File: config.mk
export PLATFORM = sky130hd
export DESIGN_NAME = tm1638_digit_store
export DESIGN_NICKNAME = d
export VERILOG_FILES = /design/src/rtl/tm1638_digit_store.sv
export SDC_FILE = /design/constraint.sdc
export NUM_CORES = 1
export LEC_CHECK = 0
export CAP_MARGIN = 40
export CORE_MARGIN = 3
export CORE_UTILIZATION = 30
export CTS_BUF_LIST = sky130_fd_sc_hd__clkbuf_2 sky130_fd_sc_hd__clkbuf_4 sky130_fd_sc_hd__clkbuf_8
export CTS_CLUSTER_DIAMETER = 150
export CTS_CLUSTER_SIZE = 8
export DETAILED_ROUTE_END_ITERATION = 6
export HOLD_SLACK_MARGIN = 0.05
export PLACE_DENSITY = 0.52
export SETUP_SLACK_MARGIN = 0.5
export SLEW_MARGIN = 20
export SYNTH_ARGS = -nofsm -noshare
export SYNTH_HDL_FRONTEND = slang
export SYNTH_SLANG_ARGS = --single-unit
File: constraint.sdc
create_clock -name clk -period 2.7 [get_ports clk]
set_input_delay 0.54 -clock clk [delete_from_list [all_inputs] [get_ports clk]]
set_output_delay 0.54 -clock clk [all_outputs]
set_load 0.1 [all_outputs]
File: src/rtl/tm1638_digit_store.sv
// Per-digit segment store between a multiplexed 7-segment driver and a static
// display peripheral. Captures the shared segment bus into each strobed digit,
// optionally blanks digits that stop being refreshed, and applies a shared
// blink phase to selected digits.
module tm1638_digit_store #(
  parameter int w_digit   = 8,
  parameter int w_seg     = 8,
  parameter int r_init    = 0,
  parameter int mode      = 1,
  parameter int timeout   = 1000,
  parameter int blink_div = 25000000
) (
  input  logic                       clk,
  input  logic                       rst,
  input  logic [w_seg-1:0]           hgfedcba,
  input  logic [w_digit-1:0]         digit,
  input  logic [w_digit-1:0]         blink_en,
  output logic [w_digit*w_seg-1:0]   hex,
  output logic [w_digit-1:0]         stale
);

  if (mode < 0 || mode > 2) begin : g_bad_mode
    $error("tm1638_digit_store: mode must be 0, 1 or 2");
  end
  if (timeout < 2) begin : g_bad_timeout
    $error("tm1638_digit_store: timeout must be >= 2");
  end
  if (blink_div < 2) begin : g_bad_blink
    $error("tm1638_digit_store: blink_div must be >= 2");
  end
  if (w_digit < 1 || w_digit > 16) begin : g_bad_digits
    $error("tm1638_digit_store: w_digit must be 1..16");
  end

  localparam int TW = $clog2(timeout + 1);
  localparam int BW = $clog2(blink_div);
  localparam logic [TW-1:0] TMAX  = TW'(timeout);
  localparam logic [TW-1:0] TLAST = TW'(timeout - 1);
  localparam logic [BW-1:0] BLAST = BW'(blink_div - 1);

  // Decimal glyph in hgfedcba order, used for the reset pattern.
  function automatic logic [w_seg-1:0] f_glyph(input int n);
    logic [7:0] g;
    case (n % 10)
      0:       g = 8'h3F;
      1:       g = 8'h06;
      2:       g = 8'h5B;
      3:       g = 8'h4F;
      4:       g = 8'h66;
      5:       g = 8'h6D;
      6:       g = 8'h7D;
      7:       g = 8'h07;
      8:       g = 8'h7F;
      default: g = 8'h6F;
    endcase
    return w_seg'(g);
  endfunction

  logic [w_seg-1:0] r_store [w_digit];
  logic [TW-1:0]    r_timer [w_digit];
  logic [w_digit-1:0] r_stale;
  logic [BW-1:0]    r_bcnt;
  logic             r_phase;
  logic [w_seg-1:0] w_base  [w_digit];

  // Per-digit capture, stale timer and timeout blanking (capture beats timeout).
  always_ff @(posedge clk or posedge rst) begin
    if (rst) begin
      for (int i = 0; i < w_digit; i++) begin
        r_store[i] <= (r_init != 0) ? f_glyph(i) : '0;
        r_timer[i] <= '0;
        r_stale[i] <= 1'b0;
      end
    end else begin
      for (int i = 0; i < w_digit; i++) begin
        if (mode != 0 && digit[i]) begin
          r_store[i] <= hgfedcba;
          r_timer[i] <= '0;
          r_stale[i] <= 1'b0;
        end else if (mode == 2 && r_timer[i] < TMAX) begin
          r_timer[i] <= r_timer[i] + 1'b1;
          if (r_timer[i] == TLAST) begin
            r_store[i] <= '0;
            r_stale[i] <= 1'b1;
          end
        end
      end
    end
  end

  // Free-running blink divider; phase starts visible and toggles on each wrap.
  always_ff @(posedge clk or posedge rst) begin
    if (rst) begin
      r_bcnt  <= '0;
      r_phase <= 1'b1;
    end else if (r_bcnt == BLAST) begin
      r_bcnt  <= '0;
      r_phase <= ~r_phase;
    end else begin
      r_bcnt  <= r_bcnt + 1'b1;
    end
  end

  // Select the per-digit source and apply the shared blink phase.
  always_comb begin
    hex = '0;
    for (int i = 0; i < w_digit; i++) begin
      w_base[i] = '0;
      if (mode == 0) begin
        w_base[i] = digit[i] ? hgfedcba : '0;
      end else begin
        w_base[i] = r_store[i];
      end
      hex[i*w_seg +: w_seg] = (blink_en[i] & ~r_phase) ? '0 : w_base[i];
    end
  end

  assign stale = r_stale;

endmodule

==> Word-level counts from Yosys, hierarchy flattened <==
Index checks and enable logic that the tools add are counted.
{ "op_classes": {"bitwise_logic": 9, "n_eq_ne": 1, "add_sub_neg": 1, "mux": 9} }
{ "ops": {"columns": ["operator", "count"], "rows": [
  ["$mux 8", 8],
  ["$add 25x1->25 const B", 1],
  ["$eq 25x25->1 const B", 1],
  ["$mux 25", 1],
  ["$and 1x1->1", 8],
  ["$not 1->1", 1]
]} }
{ "totals": {"regBits": 90} }

==> Longest topological paths before layout <==
Gate-level depths: netlist of the first run.
{ "logic_depth": {"word_depth": 3, "mapped_depth": 6, "depth_no_buf": 5} }

==> Least setup slack after synthesis of the first run <==
No wires, ideal clock.
{ "synth_timing": {"kind": "register -> output", "from": "register r_phase", "to": "output hex[0]", "arrival_ps": 1653, "path_slack_ps": 507, "required_time_ps": 2160, "stages_incl_launch_ff": 4, "path_buffers": 1, "cell_sequence": "dfstp_2 -> clkbuf_1 -> nand2b_1 -> and2_1"} }
{ "synth_between": {"elab_chain_cells": 3} }
{ "synth_lines": {"columns": ["element", "line_no", "text"], "rows": [
  ["start: declaration", "63", "logic r_phase;"],
  ["start signal: assignment", "98", "r_phase <= ~r_phase;"],
  ["$not 1->1", "114", "hex[i*w_seg +: w_seg] = (blink_en[i] & ~r_phase) ? '0 : w_base[i];"],
  ["$and 1x1->1", "114", null],
  ["$mux 8", "114", null],
  ["end: declaration", "18", "output logic [w_digit*w_seg-1:0] hex,"]
]} }
No other way between the ends.

==> Worst setup path after layout of the first run <==
{ "layout_timing": {"from": "register r_phase", "to": "output hex[33]"} }
The elaborated chain is that of the path after synthesis.

==> results.yml, run 1 <==
logic_synthesis:
  synth_edf_count: 0
  synth.area.mux_share_pct: 17.7
  synth-xor-area-share_pct: 2.94
  yosys_warnings: 0
  synth_compound_area_share_pct: 2.40
  syn_area_sq_mm: 0.00417
  synthAdderAreaFrac_pct: 0.300
  synth_ff_type: "dfrtp_1"
  async_flop_share_pct: 100
  synth_top_family_by_area: "simple AND/OR/NAND/NOR gates"
  synth_seq_cells: 90
  yosys.area_share.simple_pct: 18.7
  syn-mean-instance-area_sq_um: 12.1
  synth_cell_type_count: 36
  synthCells: 345
  ys_seq_area_share_pct: 54.0
timing:
  fin_crit_ns: 2.14
  max_freq_mhz: 468
  finalSetupViolCount: 0
  skew_ns: 0.00508
  worstMarginPinSlew_ns: 0.524
  grt_setup_unrepaired: "yes"
  hold_viol: 0
  finalSetupTns_ns: 0
  slew-limit-headroom_pct: 64.9
  drv_slew: 0
  fin_crit_sh_pct: 79.1
global_routing:
  grt_max_degree: 91
  grt_overflow: 0
  grt_first_pass_wirelength_um: 15700
  grt_pass1_vias: 2837
  grt_use_total_pct: 13.6
  antenna_found_initial: 0
cells_and_area:
  area_growth_pct: 48.9
  regArea_sq_mm: 0.00225
  antenna_cells: 0
  layout.cells.non_filler: 619
  multiInputGateArea_sq_mm: 0.00189
  nets: 465
  drive_gt1_share_pct: 41.8
  fillers: 1209
  utilization_pct: 46.4
die:
  start_util_pct: 31.1
  die_w_um: 124
  pin_count: 98
  die_h_um: 124
  die-area_sq_mm: 0.0154
  rows: 42
  core_sq_mm: 0.0134
worst_setup_path:
  criticalPathCategory: "flop to output port"
  cp-startpoint: "r_phase"
  r2r-start: "r_bcnt[2]"
  path_max_fanout: 8
  reg2reg_to: "r_bcnt[21]"
  arrival_ns: 1.60
  cp-start-kind: "flop"
  r2r_cells: 4
  endpoint_kind: "output port"
  cp_slowest_stage_delay_ns: 0.54
  cp_top_family: "flip-flops"
  crit_required_ns: 2.16
  path_cells: "buf_6 > nand2b_4 > and2_4 > buf_12"
  cp.buffers_inverters: 2
  regToRegSetupSlack_ns: 0.65
  slowest_stage: "dfstp_2"
clock_network:
  hold_buffers: 0
  clkLatencyLatePin_ns: 0.36
  clock-sinks: 90
  clk_pin_slew_ns: 0.09
  root_buffer: "clkbuf_8"
  cts_max_path_buffers: 2
  htreeDepth: 3
  cts_tree: "yes"
  cts_made_buffers: 9
drt:
  wire_per_inst_um: 16.3
  finalWirelength_um: 10100
  drtIter0Drc: 119
  vias: 2835
  avgViaCountPerCell: 4.58
  antenna_left: 0
  drt-pass1-iter-count: 5
  remaining_drc_errors: 0
placed_design:
  place_hpwl_um: 7170
  io_buffers: 89
  dp_cells: 600
  gp_congestion: 0.766
pwr:
  power.leakage_nw: 2.59
  finalPower_w: 0.00372
  cellPowerDensity_mw_per_mm2: 598
  ir_worst_vdd_uv: 194
min_path:
  worst_hold_path.endpoint: "r_bcnt[0]"
  hold_path_depth: 1
  worstHoldPathType: "flop to flop"
  min_from: "r_bcnt[0]"
run_status:
  status: "finished clean"
job:
  cap_violations: 0
## layer usage
layer / wire length [um] / up-vias / share of wire (%) / track usage (%)
li1: - / 1348 / - / -
met1: 4530 / 1404 / 45 / 18.4
met2: 4850 / 73 / 48 / 21.8
met3: 575 / 10 / 5.7 / 2.54
met4: 153 / 0 / 1.5 / 4.93
met5: 0 / - / 0 / 0
## sequential cells by signal, summed over array words and instances, names as in the netlist
register and cells:
r_phase 1, r_store 64, r_bcnt 25
## area by class of cell
class,instances,area share [%]
well taps,176,3.54
multi-input cells,233,30.4
flip-flops and latches,90,36.3
repair buffers,96,25.7
clock buffers,13,2.78
inverters,8,0.544
clock inverters,3,0.745
## logic make-up (layout without fill, tap and decap cells)
kind of cell | count (synthesis) | in the layout
compound gates | 17 | 17
simple gates | 127 | 127
other cells | 1 | 8
mux | 66 | 66
fa+ha+maj | 1 | 1
xor+xnor | 14 | 14
buf+inv | 29 | 120
flops | 90 | 90
## report_power, final
part / switching, W / internal, W / leakage (nW)
combinational: 0.000797 / 0.000454 / 1.39
clock: 0.000467 / 0.000516 / 0.109
sequential: 0.0000415 / 0.00144 / 1.09
total: 0.00131 / 0.00241 / 2.59
## cell usage after synthesis, types with 2 or more instances
cell type	n	area, sq um
nor2_1	7	26.3
or4_1	2	15.0
buf_6	2	22.5
xor2_1	6	52.6
nand3_1	8	40.0
inv_1	8	30.0
xnor2_1	8	70.1
nor4b_1	2	17.5
a21oi_1	5	25.0
o21ai_0	6	30.0
mux2i_1	2	20.0
o31ai_1	3	22.5
nand2_1	10	37.5
and2_1	64	400
mux2_2	64	721
nor4_1	6	37.5
or3_1	3	18.8
and4_2	2	20.0
nand4_1	3	18.8
nand2b_1	8	50.1
clkbuf_1	9	33.8
buf_4	10	75.1
nor3_1	6	30.0
dfrtp_1	89	2230
## per-stage QoR
step | hold slack, ns | worst slack [ns] | instance area (sq um)
6_report | 0.485 | 0.563 | 6210
5_1_grt | 0.509 | 0.479 | 6210
3_5_place_dp | 0.476 | 0.347 | 5870
3_3_place_gp | 0.467 | 0.374 | 5870
4_1_cts | 0.489 | 0.453 | 6150
2_1_floorplan | 0.452 | 0.507 | 4200
## worst reg2reg max path: cells and delay by family (launching register included)
kind            cells  cell delay, ns
simple gates        3            1.40
flops               1            0.41
compound gates      1            0.16
## cell usage in the layout (no fill, tap or decap), types with 2 or more instances in the layout
cell | synthesis | final
or4_1 | 2 | 2
mux2_2 | 64 | 64
a21oi_1 | 5 | 5
xnor2_1 | 8 | 8
nor4b_1 | 2 | 2
clkbuf_8 | 0 | 12
nor4_1 | 6 | 6
dfrtp_1 | 89 | 89
inv_1 | 8 | 7
nand2_1 | 10 | 10
mux2i_1 | 2 | 2
or3_1 | 3 | 3
o31ai_1 | 3 | 3
nand3_1 | 8 | 8
nor3_1 | 6 | 6
buf_12 | 0 | 65
and4_2 | 2 | 2
nand2b_4 | 0 | 8
clkdlybuf4s50_1 | 0 | 25
conb_1 | 1 | 8
clkinvlp_4 | 0 | 2
and2_4 | 0 | 17
nand4_1 | 3 | 3
buf_4 | 10 | 5
xor2_1 | 6 | 6
and2_1 | 64 | 47
nor2_1 | 7 | 7
o21ai_0 | 6 | 6
## worst max-delay path by stage
stage / to / cells past startpoint / slack [ns]
floorplan: hex[0] / 3 / 0.51
global placement: hex[38] / 4 / 0.37
detailed placement: hex[33] / 4 / 0.35
CTS: hex[33] / 4 / 0.45
global route: hex[33] / 4 / 0.48
finish: hex[33] / 4 / 0.56
## timing repair
action                                  CTS  global route
endpoints found under the setup margin   64            54
gates resized for setup                  16            20
setup buffers                             3             0
(Power assumes the default switching activity.)
==> run 2: changes to the inputs <==
==> constraint.sdc (replaced) <==
create_clock -name clk -period 1.85 [get_ports clk]
set_input_delay 0.37 -clock clk [delete_from_list [all_inputs] [get_ports clk]]
set_output_delay 0.37 -clock clk [all_outputs]
set_load 0.1 [all_outputs]
==> run 2 against run 1 <==
Compared with the run above: the run now ends with setup timing left; register-to-register slack worse by 0.53 ns; wire length up 9.6%; largest cell class unchanged; largest power group unchanged; clock skew increased by 0.0067 ns.
==> results.yml, run 2 (synthesis results as in run 1) <==
run_status:
  status: "complete, but fails checks"
  failed_checks: "setup timing"
global_routing:
  antenna_found_initial: 0
  grt_use_total_pct: 14.7
  grt_pass1_vias: 3010
  grt_max_degree: 34
  grt_overflow: 0
  grt_first_pass_wirelength_um: 16800
clock_network:
  cts_max_path_buffers: 2
  clock-sinks: 90
  root_buffer: "clkbuf_8"
  cts_tree: "yes"
  htreeDepth: 3
  cts_made_buffers: 9
  clk_pin_slew_ns: 0.09
  clkLatencyLatePin_ns: 0.37
timing:
  fin_crit_ns: 1.99
  skew_ns: 0.0118
  drv_slew: 0
  finalSetupViolCount: 64
  hold_viol: 0
  max_freq_mhz: 503
  worst_slack_ns: -0.138
  fin_crit_sh_pct: 107
  slew-limit-headroom_pct: 65.1
  hold_ws_ns: 0.387
  grt_setup_unrepaired: "yes"
  worstMarginPinSlew_ns: 0.522
die:
  die_w_um: 124
  die-area_sq_mm: 0.0154
  pin_count: 98
  rows: 42
  die_h_um: 124
  core_sq_mm: 0.0134
  start_util_pct: 31.1
worst_setup_path:
  cp_top_family: "flip-flops"
  cp-start-kind: "flop"
  endpoint_kind: "output port"
  path_max_fanout: 8
  cp_slowest_stage_delay_ns: 0.61
  path_cells: "buf_4 > nand2b_4 > and2_4 > buf_12"
  criticalPathCategory: "flop to output port"
  regToRegSetupSlack_ns: 0.12
  crit_required_ns: 1.48
  cp.buffers_inverters: 2
  slowest_stage: "dfstp_2"
  arrival_ns: 1.62
drt:
  wire_per_inst_um: 17.1
  remaining_drc_errors: 0
  antenna_left: 0
  drt-pass1-iter-count: 4
  finalWirelength_um: 11100
  drtIter0Drc: 131
  avgViaCountPerCell: 4.57
  vias: 2956
pwr:
  switching_share_pct: 35.7
  p_sw_w: 0.00193
  seq_power_share_pct: 40.3
  ir_worst_vdd_uv: 412
  p_int_w: 0.00347
  cellPowerDensity_mw_per_mm2: 793
  power.leakage_nw: 2.91
  clkPwrFrac_pct: 24.3
  comb_power_share_pct: 35.3
  finalPower_w: 0.00540
cells_and_area:
  layout_common_cells: "dfrtp_1, buf_12, mux2_2, and2_4, clkdlybuf4s50_1"
  drive_gt1_share_pct: 62.2
  largest_reg_flops: 64
  largest_register: "r_store"
  reg.largest.list: "r_store: 64 flops, r_bcnt: 25 flops, r_phase: 1 flops"
  antenna_cells: 0
  nets: 494
  area_growth_pct: 63.2
  final_common_cell: "dfrtp_1"
  layout.cells.non_filler: 647
placed_design:
  io_buffers: 89
  place_hpwl_um: 7700
  gp_congestion: 0.759
  dp_cells: 609
min_path:
  worstHoldPathType: "primary input to async pin"
job:
  cap_violations: 0
## run 2: cell type report
type / instances / area (sq um)
fillers: 1168 / 6590
flip-flops and latches: 90 / 2260
multi-input cells: 234 / 2220
repair buffers: 124 / 1890
well taps: 176 / 220
clock buffers: 10 / 131
clock inverters: 5 / 56.3
inverters: 8 / 33.8
## run 2: per-layer routing
metal	wire length, um	global-route usage [%]	up-vias	part of all wire, %
met4	146	5.68	0	1.3
li1	-	-	1409	-
met5	0	0	-	0
met1	4930	19.1	1458	44
met3	582	3.18	11	5.3
met2	5430	24.1	78	49
## run 2: what timing repair did
action	CTS	global route
setup endpoints to repair	85	85
resized for setup	27	24
hold buffers	0	0
setup buffers	15	7
cloned	1	0
pin swaps	20	12
## run 2: worst paths after layout
| kind | depth (start not counted) | to | from |
|---|---|---|---|
| setup / recovery | 4 | hex[4] | r_phase |
| hold / removal | 2 | r_store[62] | rst |
| min in group clk | 1 | r_store[7] | r_store[7] |
| setup reg to reg | 7 | r_phase | r_bcnt[1] |
| hold reg to reg | 1 | r_store[7] | r_store[7] |
| max in group asynchronous | 3 | r_store[55] | rst |
## run 2: through the flow
step | setup WS [ns] | area, sq um | TNS (ns) | utilization [%]
finish | -0.138 | 6810 | -6.56 | 50.8
global route | -0.214 | 6810 | -11.63 | 50.8
CTS | -0.183 | 6660 | -9.61 | 49.7
detailed placement | 0.0358 | 6240 | 0 | 46.5
global placement | 0.0991 | 6240 | 0 | 46.5
floorplan | 0.0951 | 4490 | 0 | -
## run 2: power by group through the flow
stage | Clock [W] | Combinational, W | Sequential (W)
2_1_floorplan | 0 | 0.00127 | 0.00220
3_3_place_gp | 0 | 0.00192 | 0.00222
3_5_place_dp | 0 | 0.00193 | 0.00222
4_1_cts | 0.00138 | 0.00193 | 0.00218
5_1_grt | 0.00148 | 0.00197 | 0.00220
6_report | 0.00131 | 0.00191 | 0.00218
